===== src/rtl/calc_op_sequencer_pkg.sv =====
// Shared widths, opcode values and FSM state encoding for the calculator
// operation sequencer and its helpers.
package calc_op_sequencer_pkg;

  localparam int DATA_W = 4;
  localparam int OP_W   = 3;

  typedef enum logic [2:0] {
    OP_ADD = 3'b000,
    OP_SUB = 3'b001,
    OP_ABS = 3'b010,
    OP_MUL = 3'b011
  } op_e;

  typedef enum logic [2:0] {
    S_IDLE,
    S_LOAD,
    S_EXEC,
    S_NEG,
    S_ACC,
    S_DONE
  } state_e;

endpackage


===== src/rtl/calc_op_sequencer_rise_detect.sv =====
// Single-cycle rising-edge detector: one history flop and an AND-NOT.
module calc_op_sequencer_rise_detect (
  input  logic clk,
  input  logic rst_n,
  input  logic d,
  output logic rise
);

  logic prev;

  always_ff @(posedge clk or negedge rst_n) begin
    if (!rst_n) prev <= 1'b0;
    else        prev <= d;
  end

  assign rise = d & ~prev;

endmodule


===== src/rtl/calc_op_sequencer.sv =====
// Drives the shared signed ALU for one requester: single-pass ADD/SUB/ABS,
// or MUL as a sign-folding negate followed by |B| repeated adds.
module calc_op_sequencer
  import calc_op_sequencer_pkg::*;
#(
  parameter int W   = DATA_W,
  parameter int OPW = OP_W
) (
  input  logic           CLOCK_50,
  input  logic           RESET_N,
  input  logic           start,
  input  logic [OPW-1:0] op_in,
  input  logic [W-1:0]   a_in,
  input  logic [W-1:0]   b_in,
  output logic [W-1:0]   alu_a,
  output logic [W-1:0]   alu_b,
  output logic [OPW-1:0] alu_op,
  input  logic [W-1:0]   alu_r,
  input  logic           alu_ovf,
  output logic [W-1:0]   result,
  output logic           ovf,
  output logic           busy,
  output logic           done
);

  state_e         state;
  logic [W-1:0]   a_r;
  logic [W-1:0]   b_r;
  logic [OPW-1:0] op_r;
  logic [W-1:0]   acc;
  logic [W-1:0]   cnt;
  logic           s_ovf;
  logic           start_rise;

  calc_op_sequencer_rise_detect u_start_rise (
    .clk  (CLOCK_50),
    .rst_n(RESET_N),
    .d    (start),
    .rise (start_rise)
  );

  always_ff @(posedge CLOCK_50 or negedge RESET_N) begin
    if (!RESET_N) begin
      // NOTE: the operand/accumulator registers are reset too, so an aborted
      // operation leaves nothing behind that could leak into the ALU bus.
      state  <= S_IDLE;
      a_r    <= '0;
      b_r    <= '0;
      op_r   <= '0;
      acc    <= '0;
      cnt    <= '0;
      s_ovf  <= 1'b0;
      result <= '0;
      ovf    <= 1'b0;
      busy   <= 1'b0;
      done   <= 1'b0;
    end else begin
      // NOTE: non-blocking everywhere here; each state reads the values the
      // registers held at the start of the cycle, never ones updated above.
      done <= 1'b0;
      unique case (state)
        S_IDLE: begin
          if (start_rise) begin
            state <= S_LOAD;
            busy  <= 1'b1;
          end
        end
        S_LOAD: begin
          a_r   <= a_in;
          b_r   <= b_in;
          op_r  <= op_in;
          acc   <= '0;
          s_ovf <= 1'b0;
          cnt   <= b_in;
          case (op_in)
            OP_ADD, OP_SUB, OP_ABS: state <= S_EXEC;
            OP_MUL:                 state <= b_in[W-1] ? S_NEG : S_ACC;
            default: begin
              result <= '0;
              ovf    <= 1'b1;
              done   <= 1'b1;
              state  <= S_DONE;
            end
          endcase
        end
        S_EXEC: begin
          result <= alu_r;
          ovf    <= alu_ovf;
          done   <= 1'b1;
          state  <= S_DONE;
        end
        S_NEG: begin
          // A takes the sign of the product so the adds only ever count up;
          // negating -8 is the one case that already overflows here.
          a_r   <= alu_r;
          s_ovf <= s_ovf | alu_ovf;
          cnt   <= ~b_r + W'(1);
          state <= S_ACC;
        end
        S_ACC: begin
          if (cnt == '0) begin
            result <= acc;
            ovf    <= s_ovf;
            done   <= 1'b1;
            state  <= S_DONE;
          end else begin
            acc   <= alu_r;
            s_ovf <= s_ovf | alu_ovf;
            cnt   <= cnt - W'(1);
          end
        end
        S_DONE: begin
          busy  <= 1'b0;
          state <= S_IDLE;
        end
        default: begin
          busy  <= 1'b0;
          state <= S_IDLE;
        end
      endcase
    end
  end

  // The ALU is combinational and sampled at the end of the same cycle, so its
  // inputs follow the current state rather than being registered a cycle ahead.
  always_comb begin
    // NOTE: defaults first so every path assigns every output and no latch
    // is inferred.
    alu_a  = '0;
    alu_b  = '0;
    alu_op = OP_ADD;
    case (state)
      S_EXEC: begin
        alu_a  = a_r;
        alu_b  = b_r;
        alu_op = op_r;
      end
      S_NEG: begin
        alu_b  = a_r;
        alu_op = OP_SUB;
      end
      S_ACC: begin
        if (cnt != '0) begin
          alu_a = acc;
          alu_b = a_r;
        end
      end
      default: ;
    endcase
  end

endmodule


===== config.mk =====
export PLATFORM = sky130hd
export DESIGN_NAME = calc_op_sequencer
export DESIGN_NICKNAME = d
export VERILOG_FILES = /design/src/rtl/calc_op_sequencer_pkg.sv /design/src/rtl/calc_op_sequencer_rise_detect.sv /design/src/rtl/calc_op_sequencer.sv
export SDC_FILE = /design/constraint.sdc
export NUM_CORES = 1
export LEC_CHECK = 0
export CAP_MARGIN = 40
export CORE_MARGIN = 2
export CORE_UTILIZATION = 25
export CTS_CLUSTER_SIZE = 10
export DETAILED_ROUTE_END_ITERATION = 6
export PLACE_DENSITY = 0.42
export SLEW_MARGIN = 5
export SYNTH_ARGS = -nofsm -noshare
export SYNTH_HDL_FRONTEND = slang
export SYNTH_SLANG_ARGS = --single-unit

===== constraint.sdc =====
create_clock -name CLOCK_50 -period 2.5 [get_ports CLOCK_50]
set_clock_uncertainty 0.1 [all_clocks]
set_input_delay 0.625 -clock CLOCK_50 [delete_from_list [all_inputs] [get_ports CLOCK_50]]
set_output_delay 0.625 -clock CLOCK_50 [all_outputs]
set_load 0.03 [all_outputs]

==> results of run 1 <==
==> placed cells by master (no fill, tap or decap), types with 2 or more instances in the layout <==
cell type        Yosys  final
a21oi_1              6      6
a22o_1              10     10
and2_1               2      2
buf_4                0     27
buf_6                0      2
clkbuf_1             1      2
clkbuf_8             0      5
clkdlybuf4s50_1      0     25
dfrtp_1             31     31
ha_1                 3      2
inv_1               12     10
inv_2                0      2
mux2_1               3      3
mux2_2               7      7
mux2i_1              6      6
nand2_1             14     14
nand3_1              5      5
nand3b_1             3      3
nor2_1               6      6
nor3_1               4      4
nor3b_4              2      2
o21ai_0             19     19
o21ai_1              2      2
o21ai_4              1      2
o22ai_1              3      3
xor2_1               2      2
==> cell type report <==
| cell class | count | area (sq um) | share of cell area |
|---|---|---|---|
| repair buffers | 55 | 495 | 0.209 |
| multi-input cells | 117 | 873 | 0.368 |
| clock buffers | 7 | 76.3 | 0.0322 |
| well taps | 80 | 100 | 0.0422 |
| inverters | 12 | 45.0 | 0.0190 |
| clock inverters | 1 | 5.00 | 0.00211 |
| flip-flops and latches | 31 | 776 | 0.327 |
==> routing by layer <==
layer,GRT usage,wire (um),part of all wire
met2,0.183,2140,0.46
met3,0.0305,151,0.032
met4,0.0540,87,0.019
met5,0,0,0
met1,0.191,2290,0.49
==> stage by stage <==
stage	cells	setup WS [ns]	hold slack, ns	util
final	303	0.0606	0.388	0.353
after global routing	303	-0.0129	0.407	0.353
after CTS	294	0.00288	0.397	0.339
after detailed placement	284	0.290	0.381	0.324
after global placement	284	0.291	0.374	0.324
after floorplan	168	0.242	0.229	-
==> registers in the layout (all words and copies together) (netlist names) <==
name and cells:
cnt 4, ovf 1, done 1, s_ovf 1, u_start_rise.prev 1, acc 4, result 4, b_r 4
a_r 4, op_r 3, state 3, busy 1
==> how the worst min path moves through the flow <==
stage	start	to	slack (ns)	cells after the start
6_report	ovf	ovf	0.39	1
5_1_grt	ovf	ovf	0.41	1
4_1_cts	ovf	ovf	0.40	1
3_5_place_dp	ovf	ovf	0.38	1
3_3_place_gp	ovf	ovf	0.37	1
2_1_floorplan	RESET_N	a_r[0]	0.23	0
==> cell families (layout without fill, tap and decap cells) <==
| family | count (synthesis) | in the layout | share of synthesized area |
|---|---|---|---|
| xor+xnor | 2 | 2 | 0.0102 |
| buf+inv | 20 | 75 | 0.0489 |
| flops | 31 | 31 | 0.453 |
| mux | 16 | 16 | 0.101 |
| simple gates | 41 | 41 | 0.137 |
| fa+ha+maj | 3 | 3 | 0.0219 |
| compound gates | 55 | 55 | 0.228 |
==> report_power, final <==
group          switching [mW]  internal, mW  total [mW]  leakage, nW
Sequential              0.185         0.743       0.928        0.386
Clock                   0.186         0.195       0.381       0.0422
Combinational           0.942         0.783        1.73        0.605
Total                    1.31          1.72        3.03         1.03
==> Yosys cell counts, types with 4 or more instances <==
cell type	n	area, sq um
nor2_1	6	22.5
a21oi_1	6	30.0
nand3_1	5	25.0
o21ai_0	19	95.1
mux2_2	7	78.8
nand2_1	14	52.6
a22o_1	10	87.6
inv_1	12	45.0
nor3_1	4	20.0
mux2i_1	6	60.1
buf_2	7	35.0
dfrtp_1	31	776
==> repair_timing <==
action / in CTS / in global routing
buffers inserted: 2 / 9
pin swaps: 0 / 4
endpoints found under the setup margin: 1 / 9
gates resized for setup: 0 / 7
==> impl_metrics.yaml, run 1 <==
outcome:
  run_status: "finished clean"
clock_tree:
  ctsHtreeMaxLevel: 2
  cts.path.max_buffers: 2
  post_cts_hold_buffer_count: 0
  cell_chosen_for_the_clock_root: "clkbuf_8"
  clk_latency_ns: 0.28
  clock_sink_count: 31
  clock_tree_from_tritoncts: "done"
  total_clock_buffers_created_by_cts: 5
  clk_transition_reported_paths_ns: 0.06
global_route:
  pin_count_of_the_biggest_net_entering_global_routing: 32
  antenna_found_initial: 0
  via_count_of_the_first_global_routing_pass: 1469
  wire_length_of_the_first_global_routing_pass_mm: 7.53
  grt_overflow_total: 0
  grt_use_total: 0.130
drt:
  drc: 0
  via_density_per_instance: 4.87
  drt_wl_cell_um: 15.4
  aggregate_routed_wire_length_mm: 4.68
  drt-initial-drc-count: 94
  route.vias.total: 1476
  drt-pass1-iter-count: 5
  remaining_antenna_violation_count_after_routing: 0
timing:
  hold_violation_total_from_the_final_report: 0
  timing.max_slew.rel_slack: 0.603
  maxClockFrequency_mhz: 410
  period_minus_slack_ns: 2.44
  layout_worst_path_cycle_share: 0.976
  finalMaxSlewViolations: 0
  max_slew.worst_pin.slew_ns: 0.595
  finalSetupViolCount: 0
  total_neg_setup_slack_ns: 0
layout:
  antennaDiodeCount: 0
  post-route-cell-area_sq_mm: 0.00237
  filler_cell_count: 696
  post_route_cells_drive_above_1_share: 0.251
  number_of_nets_in_the_finished_design: 244
  areaGrowthSynthToFinish_pct: 38.4
pwr:
  max-vdd-ir-drop_v: 0.000348
  power_per_cell_area_mw_per_mm2: 1280
  fin_total_pwr_mw: 3.03
  total_leakage_power_nw: 1.03
logic_synthesis:
  syn_area_per_cell_sq_um: 10.2
  yosysSeqAreaShare: 0.453
  number_of_enable_type_register_cells_in_the_synthesized_netlist: 0
  ys_ff_latch: 31
  synth_ff_type: "dfrtp_1"
  synth.yosys.warnings: 0
  fraction_of_registers_with_async_set_reset: 1.00
  ys_types: 41
  synthCells: 168
  syn_nets: 190
  synthesis.area_sq_mm: 0.00171
setup_path:
  timing.setup.critical_path_class: "reg2out"
  endpoint_kind: "output port"
  cp_data_arrival_time_ns: 1.71
  critical_path_depth: 6
  cpPeakStageDelay_ns: 0.39
  critical_path_buf_inv_count: 2
  timing.rr.start: "cnt[0]"
  r2r.worst_path.cells: 7
  critical_path.startpoint_type: "register"
  critical_path.endpoint: "alu_b[3]"
  critical_path.cell_chain: "inv_2 -> ha_4 -> nor3b_4 -> o21ai_4 -> a22o_1 -> buf_6"
  crit_fanout: 4
  critPathLaunch: "cnt[0]"
  top_delay_family_on_crit_path: "flip-flops"
  r2r_end: "result[0]"
  cp.required_ns: 1.77
  crit_slowest_cell: "dfrtp_1"
  r2r_setup_slack_ns: 0.57
floorplanning:
  placementRows: 30
  floorplan.die.width_um: 86.8
  dieArea_sq_mm: 0.00753
  fp.dieH_um: 86.8
  pin_count: 37
  core_region_area_sq_mm: 0.00672
  floorplan.initialDensity: 0.255
min_path:
  hp-class: "reg2reg"
place:
  hpwl_mm: 3.33
  port_buffers: 36
  place_congestion: 0.817
  post_dp_cell_area_sq_mm: 0.00218
run:
  maxCapViolations: 0
No activity file was read; power rests on OpenSTA's default activity.
==> run 2: changes to the inputs <==
--- a/config.mk
+++ b/config.mk
@@ -10,7 +10,7 @@
 export CORE_UTILIZATION = 25
 export CTS_CLUSTER_SIZE = 10
 export DETAILED_ROUTE_END_ITERATION = 6
-export PLACE_DENSITY = 0.42
+export PLACE_DENSITY = 0.54
 export SLEW_MARGIN = 5
 export SYNTH_ARGS = -nofsm -noshare
 export SYNTH_HDL_FRONTEND = slang
==> run 2 against run 1 <==
Compared with the run above:
- fmax is 0.24% higher
- combinational power shrank 3%
- design area down 1.4%
- sequential share of layout area up 0.46 points
- die area stayed put
- hold slack better by 0.012 ns
- flip-flop and latch count unchanged
- non-clock buffer count fell by 2
- routed wire length fell by 5.8%
- highest routed layer unchanged
==> impl_metrics.yaml, run 2 (synthesized netlist as in run 1, its figures left out) <==
setup_path:
  cpPeakStageDelay_ns: 0.40
  timing.rr.start: "cnt[0]"
  critical_path.startpoint_type: "register"
  cp.required_ns: 1.77
  critical_path.cell_chain: "inv_2 -> ha_1 -> nor3b_4 -> buf_6 -> nor2_4 -> a22o_1 -> buf_4"
  critical_path.endpoint: "alu_a[3]"
  critPathLaunch: "cnt[0]"
  r2r_setup_slack_ns: 0.53
  r2r.worst_path.cells: 7
  timing.setup.critical_path_class: "reg2out"
  r2r_end: "result[0]"
  crit_fanout: 4
  endpoint_kind: "output port"
  crit_slowest_cell: "dfrtp_1"
  cp_data_arrival_time_ns: 1.71
layout:
  number_of_nets_in_the_finished_design: 242
  post_route_cells_drive_above_1_share: 0.249
  layout_commonest_cell: "dfrtp_1"
  layout.cells.most_common_list: "31 x dfrtp_1, 26 x buf_4, 25 x clkdlybuf4s50_1, 19 x o21ai_0, 14 x nand2_1"
  antennaDiodeCount: 0
  areaGrowthSynthToFinish_pct: 36.5
  post-route-cell-area_sq_mm: 0.00234
  finalCoreUtilization: 0.348
drt:
  route.vias.total: 1441
  remaining_antenna_violation_count_after_routing: 0
  drt-initial-drc-count: 50
  drt-pass1-iter-count: 4
  drc: 0
  drt_wl_cell_um: 14.6
  aggregate_routed_wire_length_mm: 4.40
  via_density_per_instance: 4.79
clock_tree:
  cell_chosen_for_the_clock_root: "clkbuf_8"
  clock_sink_count: 31
  clk_transition_reported_paths_ns: 0.07
  clock_tree_from_tritoncts: "done"
  total_clock_buffers_created_by_cts: 5
  post_cts_hold_buffer_count: 0
  clk_latency_ns: 0.28
  ctsHtreeMaxLevel: 2
  cts.path.max_buffers: 2
floorplanning:
  floorplan.die.width_um: 86.8
  core_region_area_sq_mm: 0.00672
  dieArea_sq_mm: 0.00753
  placementRows: 30
  fp.dieH_um: 86.8
  pin_count: 37
  floorplan.initialDensity: 0.255
global_route:
  globalRoute.busiestLayer: "met2"
  groute.layer.met3.usage: 0.0305
  wire_length_of_the_first_global_routing_pass_mm: 7.23
  grt_use_total: 0.123
  grt_util_met2: 0.190
  antenna_found_initial: 0
  via_count_of_the_first_global_routing_pass: 1436
  grt_overflow_total: 0
  global_route.usage.met1: 0.171
  pin_count_of_the_biggest_net_entering_global_routing: 32
timing:
  maxClockFrequency_mhz: 411
  finalSetupViolCount: 0
  layout_worst_path_cycle_share: 0.973
  period_minus_slack_ns: 2.43
  hold_violation_total_from_the_final_report: 0
  max_slew.worst_pin.slew_ns: 0.587
  finalMaxSlewViolations: 0
  timing.hold.ws_ns: 0.400
  timing.max_slew.rel_slack: 0.608
min_path:
  hp-class: "reg2reg"
run:
  maxCapViolations: 0
place:
  hpwl_mm: 3.14
  post_dp_cell_area_sq_mm: 0.00217
  place_congestion: 0.736
  port_buffers: 36
outcome:
  run_status: "finished clean"
pwr:
  power_per_cell_area_mw_per_mm2: 1270
  total_leakage_power_nw: 1.03
  max-vdd-ir-drop_v: 0.000458
run 2: cell count changes in the layout (fill, tap and decap cells not counted), sizes merged:
cell    delta
buf        -2
clkinv     +2
clkbuf     -2
run 2: final cells by class:
type	count	area (sq um)
Inverter	12	45.0
Timing Repair Buffer	53	468
Tap cell	80	100
Fill cell	707	4380
Clock buffer	5	68.8
Multi-Input combinational cell	117	866
Clock inverter	3	15.0
Sequential cell	31	776
run 2: what timing repair did:
item                       4_1_cts  5_1_grt
buffers inserted                 0        9
gates resized for setup          0        6
setup endpoints to repair        0       10
run 2: metal layers:
metal	up-vias	share of wire
met5	-	0
met4	0	0.0082
met3	5	0.050
met2	31	0.47
met1	693	0.47
li1	712	-
run 2: through the flow:
stage / power [mW] / instances / TNS, ns / setup WS (ns)
2_1_floorplan: 1.97 / 168 / 0 / 0.242
3_3_place_gp: 2.47 / 284 / 0 / 0.328
3_5_place_dp: 2.48 / 284 / 0 / 0.318
4_1_cts: 2.87 / 292 / 0 / 0.0233
5_1_grt: 3.21 / 301 / -0.0820 / -0.0310
6_report: 2.98 / 301 / 0 / 0.0665
run 2: power breakdown:
group | internal [mW] | switching, mW | total [mW] | leakage, nW
combinational | 0.763 | 0.913 | 1.68 | 0.593
sequential | 0.743 | 0.176 | 0.919 | 0.386
clock | 0.190 | 0.193 | 0.383 | 0.0477
total | 1.70 | 1.28 | 2.98 | 1.03
run 2: critical path, delay by kind of cell (launching register included):
| family | cells | cell delay, ns |
|---|---|---|
| flops | 1 | 0.40 |
| buf+inv | 3 | 0.40 |
| simple gates | 2 | 0.31 |
| compound gates | 1 | 0.18 |
| fa+ha+maj | 1 | 0.14 |
run 2: worst min-delay path by stage:
stage,startpoint,endpoint,cells after the start
final,result[2],result[2],1
after global routing,result[2],result[2],1
after CTS,result[2],result[2],1
after detailed placement,result[2],result[2],1
after global placement,ovf,ovf,1
after floorplan,RESET_N,a_r[0],0
==> run 3: changes to the inputs <==
==> constraint.sdc (replaced) <==
create_clock -name CLOCK_50 -period 2.5 [get_ports CLOCK_50]
set_clock_uncertainty 0.1 [all_clocks]
set_input_delay 0.375 -clock CLOCK_50 [delete_from_list [all_inputs] [get_ports CLOCK_50]]
set_output_delay 0.375 -clock CLOCK_50 [all_outputs]
set_load 0.03 [all_outputs]
==> run 3 against run 2 <==
Compared with the run above:
- first-iteration DRC count decreased by 6.0%
- total power decreased by 4.3%
- largest cell class unchanged
- non-clock buffer count decreased by 8
- flip-flop and latch count unchanged
- sequential power increased by 3.4%
- register-to-register slack improved by 0.08 ns
- clock power increased by 2%
==> impl_metrics.yaml, run 3 (synthesized netlist as in run 1, its figures left out) <==
timing:
  finalMaxSlewViolations: 0
  period_minus_slack_ns: 2.36
  layout_worst_path_cycle_share: 0.942
  hold_violation_total_from_the_final_report: 0
  finalSetupViolCount: 0
  timing.max_slew.rel_slack: 0.715
  maxClockFrequency_mhz: 424
  grt_setup_unrepaired: "no"
  setup_ws_ns: 0.144
  total_neg_setup_slack_ns: 0
  max_slew.worst_pin.slew_ns: 0.427
clock_tree:
  clk_transition_reported_paths_ns: 0.07
  clk_latency_ns: 0.29
  clock_tree_from_tritoncts: "done"
  total_clock_buffers_created_by_cts: 5
  cell_chosen_for_the_clock_root: "clkbuf_8"
  cts.path.max_buffers: 2
  post_cts_buffers: 0
  clock_sink_count: 31
  ctsHtreeMaxLevel: 2
setup_path:
  critical_path_buf_inv_count: 1
  cp.required_ns: 2.03
  crit_fanout: 12
  critical_path.startpoint_type: "register"
  top_delay_family_on_crit_path: "simple AND/OR/NAND/NOR gates"
  crit_slowest_cell: "or3b_4"
  cpPeakStageDelay_ns: 0.54
  critical_path.cell_chain: "or3b_4 -> nor2_2 -> a22o_1 -> buf_4"
  endpoint_kind: "output port"
  timing.setup.critical_path_class: "reg2out"
  cp_data_arrival_time_ns: 1.88
global_route:
  grt_use_total: 0.122
  grt_overflow_total: 0
  antenna_found_initial: 0
  wire_length_of_the_first_global_routing_pass_mm: 7.01
  via_count_of_the_first_global_routing_pass: 1352
  pin_count_of_the_biggest_net_entering_global_routing: 32
layout:
  number_of_non_filler_instances_in_the_completed_layout: 293
  post_route_cells_drive_above_1_share: 0.211
  finalCoreUtilization: 0.337
  filler_cell_count: 701
  antennaDiodeCount: 0
  multiInputGateArea_sq_um: 853
  layout_commonest_cell: "dfrtp_1"
  layout.cells.most_common_list: "30 x dfrtp_1, 26 x clkdlybuf4s50_1, 19 x o21ai_0, 19 x buf_4, 14 x nand2_1"
  areaGrowthSynthToFinish_pct: 32.1
  number_of_nets_in_the_finished_design: 234
  sequential_cell_area_sq_um: 777
place:
  post-place-cells: 285
  place_congestion: 0.771
  port_buffers: 36
  dp_slack_ns: 0.376
  hpwl_mm: 3.14
drt:
  aggregate_routed_wire_length_mm: 4.25
  drt_wl_cell_um: 14.5
  drc: 0
  route.vias.total: 1408
  drt-initial-drc-count: 47
  drt-pass1-iter-count: 4
  via_density_per_instance: 4.81
  remaining_antenna_violation_count_after_routing: 0
outcome:
  run_status: "finished clean"
floorplanning:
  pin_count: 37
  floorplan.die.width_um: 86.8
  floorplan.initialDensity: 0.255
  placementRows: 30
  fp.dieH_um: 86.8
  core_region_area_sq_mm: 0.00672
  dieArea_sq_mm: 0.00753
run:
  maxCapViolations: 0
pwr:
  clock_power_share: 0.138
  internal_power_mw: 1.60
  total_leakage_power_nw: 0.985
  max-vdd-ir-drop_v: 0.000394
  seqPwrFrac: 0.334
  comb_power_share: 0.529
  power.switching_mw: 1.24
  power_per_cell_area_mw_per_mm2: 1260
  fin_total_pwr_mw: 2.85
  fraction_of_power_spent_switching_nets: 0.437
min_path:
  hp-class: "in2async"
[run 3: cell types whose count changed in the layout (fill, tap and decap cells not counted)]
| cell | change |
|---|---|
| dfrtp_2 | +1 |
| buf_4 | -7 |
| inv_1 | +2 |
| nor2_2 | +1 |
| buf_6 | -2 |
| inv_2 | -2 |
| nor2_4 | -1 |
| clkdlybuf4s50_1 | +1 |
| o21ai_2 | +1 |
| o21ai_4 | -1 |
| dfrtp_1 | -1 |
[run 3: final timing paths]
path                       cells after the start  slack, ns      start   endpoint
hold reg to reg                                1       0.40  result[1]  result[1]
setup / recovery                               4       0.14   state[1]   alu_a[3]
hold / removal                                 2       0.38    RESET_N  result[2]
setup reg to reg                               6       0.61     cnt[0]  result[0]
min in group CLOCK_50                          1       0.40  result[1]  result[1]
max in group asynchronous                      2       1.59    RESET_N   state[2]
[run 3: cell type report]
type,count,area share
clock inverters,3,0.00664
repair buffers,45,0.178
inverters,12,0.0199
clock buffers,5,0.0304
flip-flops and latches,31,0.343
well taps,80,0.0442
multi-input cells,117,0.377
[run 3: timing repair]
item                                    CTS  global route
resized for setup                         0             1
hold buffers                              0             0
endpoints found under the setup margin    0             8
hold endpoints to repair                  0             0
[run 3: power by group through the flow]
stage               logic, mW  registers (mW)  clock network [mW]
floorplan               0.973           0.995                   0
global route             1.65           0.990               0.431
CTS                      1.52           0.953               0.405
finish                   1.51           0.950               0.392
detailed placement       1.51           0.961                   0
global placement         1.50           0.959                   0
[run 3: metal layers]
layer	wire length [um]	part of all wire	track usage
met2	1840	0.43	0.173
met1	2150	0.50	0.176
met3	211	0.050	0.0314
met5	0	0	0
met4	55	0.013	0.0469
[run 3: through the flow]
step                      hold WS (ns)  area, sq um
after floorplan                -0.0206         1710
after global placement           0.379         2180
after detailed placement         0.384         2180
after CTS                        0.399         2260
after global routing             0.413         2260
final                            0.379         2260
